[src/rtl/cmdproc_pkg.sv]
// Frame-format constants and FSM encoding shared by the command
// receive buffer and the response serializer.
package cmdproc_pkg;
  localparam int FSM_BITS = 4;
  localparam int CMD_ADDR_BYTES = 3;
  localparam int CMD_DATA_BYTES = 4;
  localparam int RD_FLAG_BIT = 23;

  typedef enum logic [FSM_BITS-1:0] {
    IDLE,
    ADDR_2,
    ADDR_1,
    ADDR_0,
    DATA_3,
    DATA_2,
    DATA_1,
    DATA_0,
    CKSUM
  } state_t;
endpackage

[src/rtl/cmdresp_serializer_if.sv]
// Response handshake plus byte stream toward the host link.
// slave: serializer side; master: executor/link side.
interface cmdresp_serializer_if;
  import cmdproc_pkg::*;

  logic [CMD_ADDR_BYTES*8-1:0] resp_addr_i;
  logic [CMD_DATA_BYTES*8-1:0] resp_data_i;
  logic resp_valid_i;
  logic resp_ready_o;
  logic [7:0] m_axis_tdata;
  logic m_axis_tvalid;
  logic m_axis_tready;
  logic m_axis_tlast;

  modport slave (
    input resp_addr_i,
    input resp_data_i,
    input resp_valid_i,
    output resp_ready_o,
    output m_axis_tdata,
    output m_axis_tvalid,
    input m_axis_tready,
    output m_axis_tlast
  );

  modport master (
    output resp_addr_i,
    output resp_data_i,
    output resp_valid_i,
    input resp_ready_o,
    input m_axis_tdata,
    input m_axis_tvalid,
    output m_axis_tready,
    input m_axis_tlast
  );
endinterface

[src/rtl/cmdresp_serializer.sv]
// Serializes one WB response (addr, optional data) MSB-first onto
// an 8-bit stream with TLAST. CMDRESP_CHECKSUM_EN appends a sum byte.
module cmdresp_serializer
  import cmdproc_pkg::*;
#(
  parameter string WB_CLK_TYPE = "NONE",
  parameter int COUNT_BITS = 16
) (
  input logic wb_clk_i,
  input logic wb_rst_i,
  cmdresp_serializer_if.slave bus,
  output logic [COUNT_BITS-1:0] frame_count_o
);

  localparam int AW = CMD_ADDR_BYTES * 8;
  localparam int DW = CMD_DATA_BYTES * 8;

  state_t state_q, state_n, tail;
  logic [AW-1:0] addr_q, addr_n;
  logic [DW-1:0] data_q, data_n;
  logic [COUNT_BITS-1:0] count_q;
  logic accept, xfer, ready, last_n;
  logic [7:0] byte_n;

  (* CUSTOM_CC_SRC = WB_CLK_TYPE *) logic [7:0] tdata_q;
  (* CUSTOM_CC_SRC = WB_CLK_TYPE *) logic tvalid_q;
  (* CUSTOM_CC_SRC = WB_CLK_TYPE *) logic tlast_q;

`ifdef CMDRESP_CHECKSUM_EN
  logic [7:0] sum_q, sum_n;
`endif

  always_comb begin
    xfer = tvalid_q && bus.m_axis_tready;
    ready = (state_q == IDLE) || (tlast_q && bus.m_axis_tready);
    accept = bus.resp_valid_i && ready;
    addr_n = accept ? bus.resp_addr_i : addr_q;
    data_n = accept ? bus.resp_data_i : data_q;
`ifdef CMDRESP_CHECKSUM_EN
    tail = CKSUM;
    sum_n = accept ? 8'h00 : (xfer ? sum_q + tdata_q : sum_q);
`else
    tail = IDLE;
`endif
    state_n = state_q;
    if (accept) begin
      state_n = ADDR_2;
    end else if (xfer) begin
      unique case (state_q)
        ADDR_2: state_n = ADDR_1;
        ADDR_1: state_n = ADDR_0;
        ADDR_0: state_n = addr_q[RD_FLAG_BIT] ? DATA_3 : tail;
        DATA_3: state_n = DATA_2;
        DATA_2: state_n = DATA_1;
        DATA_1: state_n = DATA_0;
        DATA_0: state_n = tail;
        default: state_n = IDLE;
      endcase
    end
  end

  // Outputs are precomputed from the next state so they are registered.
  always_comb begin
    byte_n = 8'h00;
    unique case (state_n)
      ADDR_2: byte_n = addr_n[23:16];
      ADDR_1: byte_n = addr_n[15:8];
      ADDR_0: byte_n = addr_n[7:0];
      DATA_3: byte_n = data_n[31:24];
      DATA_2: byte_n = data_n[23:16];
      DATA_1: byte_n = data_n[15:8];
      DATA_0: byte_n = data_n[7:0];
`ifdef CMDRESP_CHECKSUM_EN
      CKSUM: byte_n = sum_n;
`endif
      default: byte_n = 8'h00;
    endcase
`ifdef CMDRESP_CHECKSUM_EN
    last_n = (state_n == CKSUM);
`else
    last_n = (state_n == DATA_0) ||
             (state_n == ADDR_0 && !addr_n[RD_FLAG_BIT]);
`endif
  end

  always_ff @(posedge wb_clk_i or posedge wb_rst_i) begin
    if (wb_rst_i) begin
      state_q <= IDLE;
      addr_q <= '0;
      data_q <= '0;
      tdata_q <= 8'h00;
      tvalid_q <= 1'b0;
      tlast_q <= 1'b0;
      count_q <= '0;
    end else begin
      state_q <= state_n;
      addr_q <= addr_n;
      data_q <= data_n;
      tdata_q <= byte_n;
      tvalid_q <= (state_n != IDLE);
      tlast_q <= last_n;
      if (xfer && tlast_q)
        count_q <= count_q + COUNT_BITS'(1);
    end
  end

`ifdef CMDRESP_CHECKSUM_EN
  always_ff @(posedge wb_clk_i or posedge wb_rst_i) begin
    if (wb_rst_i)
      sum_q <= 8'h00;
    else
      sum_q <= sum_n;
  end
`endif

  assign bus.resp_ready_o = ready;
  assign bus.m_axis_tdata = tdata_q;
  assign bus.m_axis_tvalid = tvalid_q;
  assign bus.m_axis_tlast = tlast_q;
  assign frame_count_o = count_q;

endmodule

[src/flat_wrapper.sv]
// flat-port wrapper written by rule: the top's interface ports become plain ports
module cmdresp_serializer_flat import cmdproc_pkg::*;
#(
  parameter string WB_CLK_TYPE = "    ",
  parameter int COUNT_BITS = 16
)
  (wb_clk_i, wb_rst_i, frame_count_o, bus_resp_addr_i, bus_resp_data_i, bus_resp_valid_i, bus_resp_ready_o, bus_m_axis_tdata, bus_m_axis_tvalid, bus_m_axis_tready, bus_m_axis_tlast);
  cmdresp_serializer_if bus_i ();
  input logic wb_clk_i;
  input logic wb_rst_i;
  output logic [COUNT_BITS-1:0] frame_count_o;
  input wire logic [$bits(bus_i.resp_addr_i)-1:0] bus_resp_addr_i;
  input wire logic [$bits(bus_i.resp_data_i)-1:0] bus_resp_data_i;
  input wire logic [$bits(bus_i.resp_valid_i)-1:0] bus_resp_valid_i;
  output wire logic [$bits(bus_i.resp_ready_o)-1:0] bus_resp_ready_o;
  output wire logic [$bits(bus_i.m_axis_tdata)-1:0] bus_m_axis_tdata;
  output wire logic [$bits(bus_i.m_axis_tvalid)-1:0] bus_m_axis_tvalid;
  input wire logic [$bits(bus_i.m_axis_tready)-1:0] bus_m_axis_tready;
  output wire logic [$bits(bus_i.m_axis_tlast)-1:0] bus_m_axis_tlast;
  assign bus_i.resp_addr_i = bus_resp_addr_i;
  assign bus_i.resp_data_i = bus_resp_data_i;
  assign bus_i.resp_valid_i = bus_resp_valid_i;
  assign bus_resp_ready_o = bus_i.resp_ready_o;
  assign bus_m_axis_tdata = bus_i.m_axis_tdata;
  assign bus_m_axis_tvalid = bus_i.m_axis_tvalid;
  assign bus_i.m_axis_tready = bus_m_axis_tready;
  assign bus_m_axis_tlast = bus_i.m_axis_tlast;
  cmdresp_serializer #(.WB_CLK_TYPE(WB_CLK_TYPE), .COUNT_BITS(COUNT_BITS)) u_core (.wb_clk_i(wb_clk_i), .wb_rst_i(wb_rst_i), .bus(bus_i), .frame_count_o(frame_count_o));
endmodule
[config.mk]
export PLATFORM = sky130hd
export DESIGN_NAME = cmdresp_serializer_flat
export DESIGN_NICKNAME = d
export VERILOG_FILES = /design/src/rtl/cmdproc_pkg.sv /design/src/rtl/cmdresp_serializer_if.sv /design/src/rtl/cmdresp_serializer.sv /design/src/flat_wrapper.sv
export SDC_FILE = /design/constraint.sdc
export NUM_CORES = 1
export LEC_CHECK = 0
export CAP_MARGIN = 20
export CORE_AREA = 4 4 112 114
export CTS_CLUSTER_SIZE = 8
export DETAILED_ROUTE_END_ITERATION = 10
export DIE_AREA = 0 0 116 118
export PLACE_DENSITY = 0.59
export SYNTH_ARGS = -nofsm -noshare
export SYNTH_HDL_FRONTEND = slang
export SYNTH_SLANG_ARGS = --single-unit
[constraint.sdc]
create_clock -name wb_clk_i -period 6.3 [get_ports wb_clk_i]
set_clock_uncertainty 0.1 [all_clocks]
set_input_delay 1.575 -clock wb_clk_i [delete_from_list [all_inputs] [get_ports wb_clk_i]]
set_output_delay 1.575 -clock wb_clk_i [all_outputs]
set_load 0.005 [all_outputs]
### Word level (Yosys, flattened, before mapping)

Cells that the tools add are included.

| word-level totals | value |
|---|---|
| register bits | 86 |
| input port bits | 60 |
| output and inout port bits | 27 |
| logic and storage cells | 38 |

| cells by class | value |
|---|---|
| add/subtract/negate cells | 1 |
| equal/unequal tests | 13 |
| multiplexer cells | 7 |
| reductions and logical operators | 10 |

Operators with widths:

| operator | number |
|---|---|
| one-hot mux 8 bit (7 select lines) | 1 |
| 2-to-1 mux 32 bit | 1 |
| == test 4 x 3 -> 1 bit (second input constant) | 7 |
| 2-to-1 mux 24 bit | 1 |
| one-hot mux 4 bit (6 select lines) | 1 |
| adder 16 x 1 -> 16 bit (second input constant) | 1 |
| == test 4 x 2 -> 1 bit (second input constant) | 4 |
| == test 4 x 1 -> 1 bit (second input constant) | 2 |
| 2-to-1 mux 4 bit | 2 |
| logical AND 1 bit | 5 |
| zero test 4 bit | 1 |
| nonzero test 4 bit | 1 |
| 2-to-1 mux 3 bit | 1 |
| logical OR 1 bit | 2 |
| zero test 1 bit | 1 |

### Logic depth before layout (Yosys ltp)

| depth | value |
|---|---|
| depth after elaboration | 7 |
| mapped depth | 8 |
| mapped depth without buffers | 5 |

### Worst setup path before layout

Ideal clock, no wire load.

| timing | value |
|---|---|
| kind | input to output |
| start | input bus_m_axis_tready |
| end | output bus_resp_ready_o |
| data arrival time | 1.991 ns |
| required time | 4.625 ns |
| slack | 2.634 ns |
| stages on the path | 2 |
| path buffers | 0 |
| path through | and2_4 or2_2 |

| on the way | value |
|---|---|
| cells in the longest elaborated chain, start to end | 2 |

RTL lines:

| item | line | RTL |
|---|---|---|
| from (decl) | flat_wrapper.sv:18 | `input wire logic [$bits(bus_i.m_axis_tready)-1:0] bus_m_axis_tready;` |
| logical AND 1 bit | cmdresp_serializer.sv:35 | `ready = (state_q == IDLE) \|\| (tlast_q && bus.m_axis_tready);` |
| logical OR 1 bit | cmdresp_serializer.sv:35 |  |
| to (decl) | flat_wrapper.sv:15 | `output wire logic [$bits(bus_i.resp_ready_o)-1:0] bus_resp_ready_o;` |

Every way passes these cells.

### Final worst setup path

Ends and elaborated chain as after synthesis.

==> flow_summary.toml <==
[final_layout]
final_cell_mix = "sky130_fd_sc_hd__nand2_1, sky130_fd_sc_hd__clkdlybuf4s50_1, sky130_fd_sc_hd__dfrtp_1"
final_net_count = 557
post-route-cell-area_mm2 = 0.00528
layout_commonest_cell = "sky130_fd_sc_hd__nand2_1"
layout-area-overhead-vs-synth_pct = 32.6
n_fill_cell = 1145
num_antenna_cells = 0
layout-drive-gt1-share_pct = 7.58

[grt]
track_usage_pct = 14.5
number_of_antenna_violations_at_the_first_check_in_global_routing = 0
grt_remaining_overflow = 0
first_global_vias = 3130
grt_start_max_net_pins = 46
first_pass_grt_wire_length_um = 15600

[yosys]
synthesis.area_mm2 = 0.00398
register_area_share_after_synthesis_pct = 54.1
syn_area_per_cell_um2 = 9.59
synth_area_leader_cell = "sky130_fd_sc_hd__dfrtp_1"
synth_cells = 415
ys_async_sr_fraction_pct = 100
post_synth_mux_area_share_pct = 4.68
ys_dominant_reg_cell = "sky130_fd_sc_hd__dfrtp_1"
synth-xor-area-share_pct = 3.30
post_synth_fa_ha_maj_area_fraction_pct = 0.314
synth_edf_count = 0
largest_family_of_logic_cells_by_synthesized_area = "simple AND/OR/NAND/NOR gates"
area_fraction_in_compound_gates_after_synthesis_pct = 9.71
synth.ff_latch_count = 86
ys_types = 55
netlist.area_leader.share_pct = 54.1
synthTopCellsByArea = "sky130_fd_sc_hd__dfrtp_1, sky130_fd_sc_hd__nand2_1, sky130_fd_sc_hd__mux2i_1, sky130_fd_sc_hd__xnor2_1, sky130_fd_sc_hd__a221o_1"
synth_fp_nets = 476
synth-simple-area-share_pct = 24.9
ys_warn_count = 0

[timing]
rsz0062_at_grt = "no"
layout_worst_path_cycle_share_pct = 76.7
finalMaxSlewViolations = 0
tightest_slew_ps = 943
worst_slack_ps = 1470
setup_viol = 0
fmax_ghz = 0.207
post-route-min-period_ps = 4830
timing.slew.headroom_pct = 37.1
final.setup.tns_ps = 0
finalHoldViolations = 0

[floorplan]
die_w_um = 116
ioPinCount = 87
core_region_area_mm2 = 0.0114
placement_rows = 39
dieArea_mm2 = 0.0137
fp.dieH_um = 118
start_util_pct = 34.9

[critical_path]
slowest_stage = "sky130_fd_sc_hd__clkdlybuf4s50_1"
cp-start-kind = "input pin"
critPathCaptureType = "output pin"
timing_worst_setup_path_type = "in2out"
cp_top_family = "buffers and inverters"
worst-path-max-fanout = 8
worst-path-buf-inv = 2
crit_arrival_ps = 3150
worstPathCellList = "clkdlybuf4s50_1, and2_4, or2_2, clkdlybuf4s50_1"
critPathRequiredTime_ps = 4620
delay_of_the_slowest_critical_path_stage_ps = 590
cp_common_cell = "sky130_fd_sc_hd__clkdlybuf4s50_1"

[clock_tree]
clk_path_buf_depth = 2
cts_max_level = 3
clock_tree_from_tritoncts = "built"
cts_num_sinks = 86
numCtsBuffers = 9
clock_tree.root_cell = "sky130_fd_sc_hd__clkbuf_16"
cts_resized = 0
postCtsSetupBuffers = 0
holdBufCountCts = 0
worst_setup_hold_path_clk_slew_ps = 60
worstSkewPairLatency_ps = 330

[pwr]
total_power_mw = 2.44
irDropWorstVdd_uv = 177
power_per_cell_area_mw_per_mm2 = 462
leakage_nw = 2.50

[routing]
firstDrtPassIters = 4
drt_iter0_drc = 172
ant_nets = 0
post-route-drc-count = 0
detail_route.vias_per_cell = 4.87
drt-total-wl_um = 9640
dr_total_vias = 3134
wire_per_inst_um = 15.0

[outcome]
run_status = "finished clean"

[flow_run]
max_cap_violations = 0

[min_path]
worst_hold_path_type = "reg2reg"

[place]
post-dp-hpwl_um = 6920
place_congestion = 0.779
detailed_place.area_mm2 = 0.00495
io_buffers = 86
dp_worst_setup_slack_ps = 1470
==> worst min-delay path, stage by stage, from the launching register on <==
cell and delay, ps:
sky130_fd_sc_hd__dfrtp_1 340, sky130_fd_sc_hd__nand2_1 50, sky130_fd_sc_hd__nand2_1 50
==> report_power, final <==
group	switching [mW]	internal, mW
Combinational	0.507	0.429
Clock	0.211	0.371
Sequential	0.150	0.769
==> path summary, 6_finish.rpt <==
path | startpoint | to | slack [ps] | depth (start not counted)
min | u_core.addr_q[1]$_DFF_PP0_ | u_core.addr_q[1]$_DFF_PP0_ | 380 | 2
min in group asynchronous | wb_rst_i | u_core.frame_count_o[8]$_DFFE_PP0P_ | 1570 | 2
max reg2reg | u_core.state_q[1]$_DFF_PP0_ | u_core.bus.m_axis_tdata[6]$_DFF_PP0_ | 3530 | 6
min reg2reg | u_core.addr_q[1]$_DFF_PP0_ | u_core.addr_q[1]$_DFF_PP0_ | 380 | 2
max in group asynchronous | wb_rst_i | u_core.data_q[12]$_DFF_PP0_ | 3530 | 3
max | bus_m_axis_tready | bus_resp_ready_o | 1470 | 4
==> per-layer routing <==
layer  global-route usage (%)  wire length, um  up-vias
li1                         -                -     1543
met2                     22.3             4580      101
met1                     20.6             4450     1484
met3                     2.67              535        6
met5                        0                0        -
met4                     4.57               74        0
==> sequential cells by signal, indices dropped and copies added, names as in the netlist <==
signal and count:
u_core.bus.m_axis_tvalid 1, u_core.frame_count_o 16, u_core.data_q 32, u_core.state_q 4
u_core.bus.m_axis_tdata 8, u_core.addr_q 24, u_core.bus.m_axis_tlast 1
==> cells by family (layout without fill, tap and decap cells) <==
group,Yosys count,after routing
multiplexers,18,18
flip-flops,86,86
AO/OA/AOI/OAI,48,48
buffers and inverters,23,109
XOR/XNOR,15,15
adder cells (fa/ha/maj),1,1
AND/OR/NAND/NOR,224,224
==> cell usage after synthesis (4+ instances only) <==
master	instances
sky130_fd_sc_hd__nand2_1	178
sky130_fd_sc_hd__dfrtp_1	86
sky130_fd_sc_hd__mux2i_1	16
sky130_fd_sc_hd__nor2_1	12
sky130_fd_sc_hd__buf_2	10
sky130_fd_sc_hd__xnor2_1	9
sky130_fd_sc_hd__a221o_1	7
sky130_fd_sc_hd__a22o_1	7
sky130_fd_sc_hd__o22ai_1	7
sky130_fd_sc_hd__xor2_1	6
sky130_fd_sc_hd__a21oi_1	5
sky130_fd_sc_hd__buf_1	4
sky130_fd_sc_hd__inv_1	4
sky130_fd_sc_hd__nand2b_1	4
sky130_fd_sc_hd__nand3_1	4
sky130_fd_sc_hd__o21a_1	4
==> per-stage QoR <==
step	utilization, %	hold WS [ps]	cells
after floorplan	-	330	415
after global placement	43.3	353	628
after detailed placement	43.3	363	628
after CTS	46.2	377	644
after global routing	46.2	393	644
final	46.2	375	644
==> area by class of cell <==
type                    count  area, um^2  area share, %
clock buffers              12         256           4.86
inverters                   4        16.3          0.308
multi-input cells         306        1720           32.5
flip-flops and latches     86        2150           40.8
clock inverters             4        77.6           1.47
well taps                 143         179           3.39
repair buffers             89         883           16.7
No activity file was read; power rests on OpenSTA's default activity.
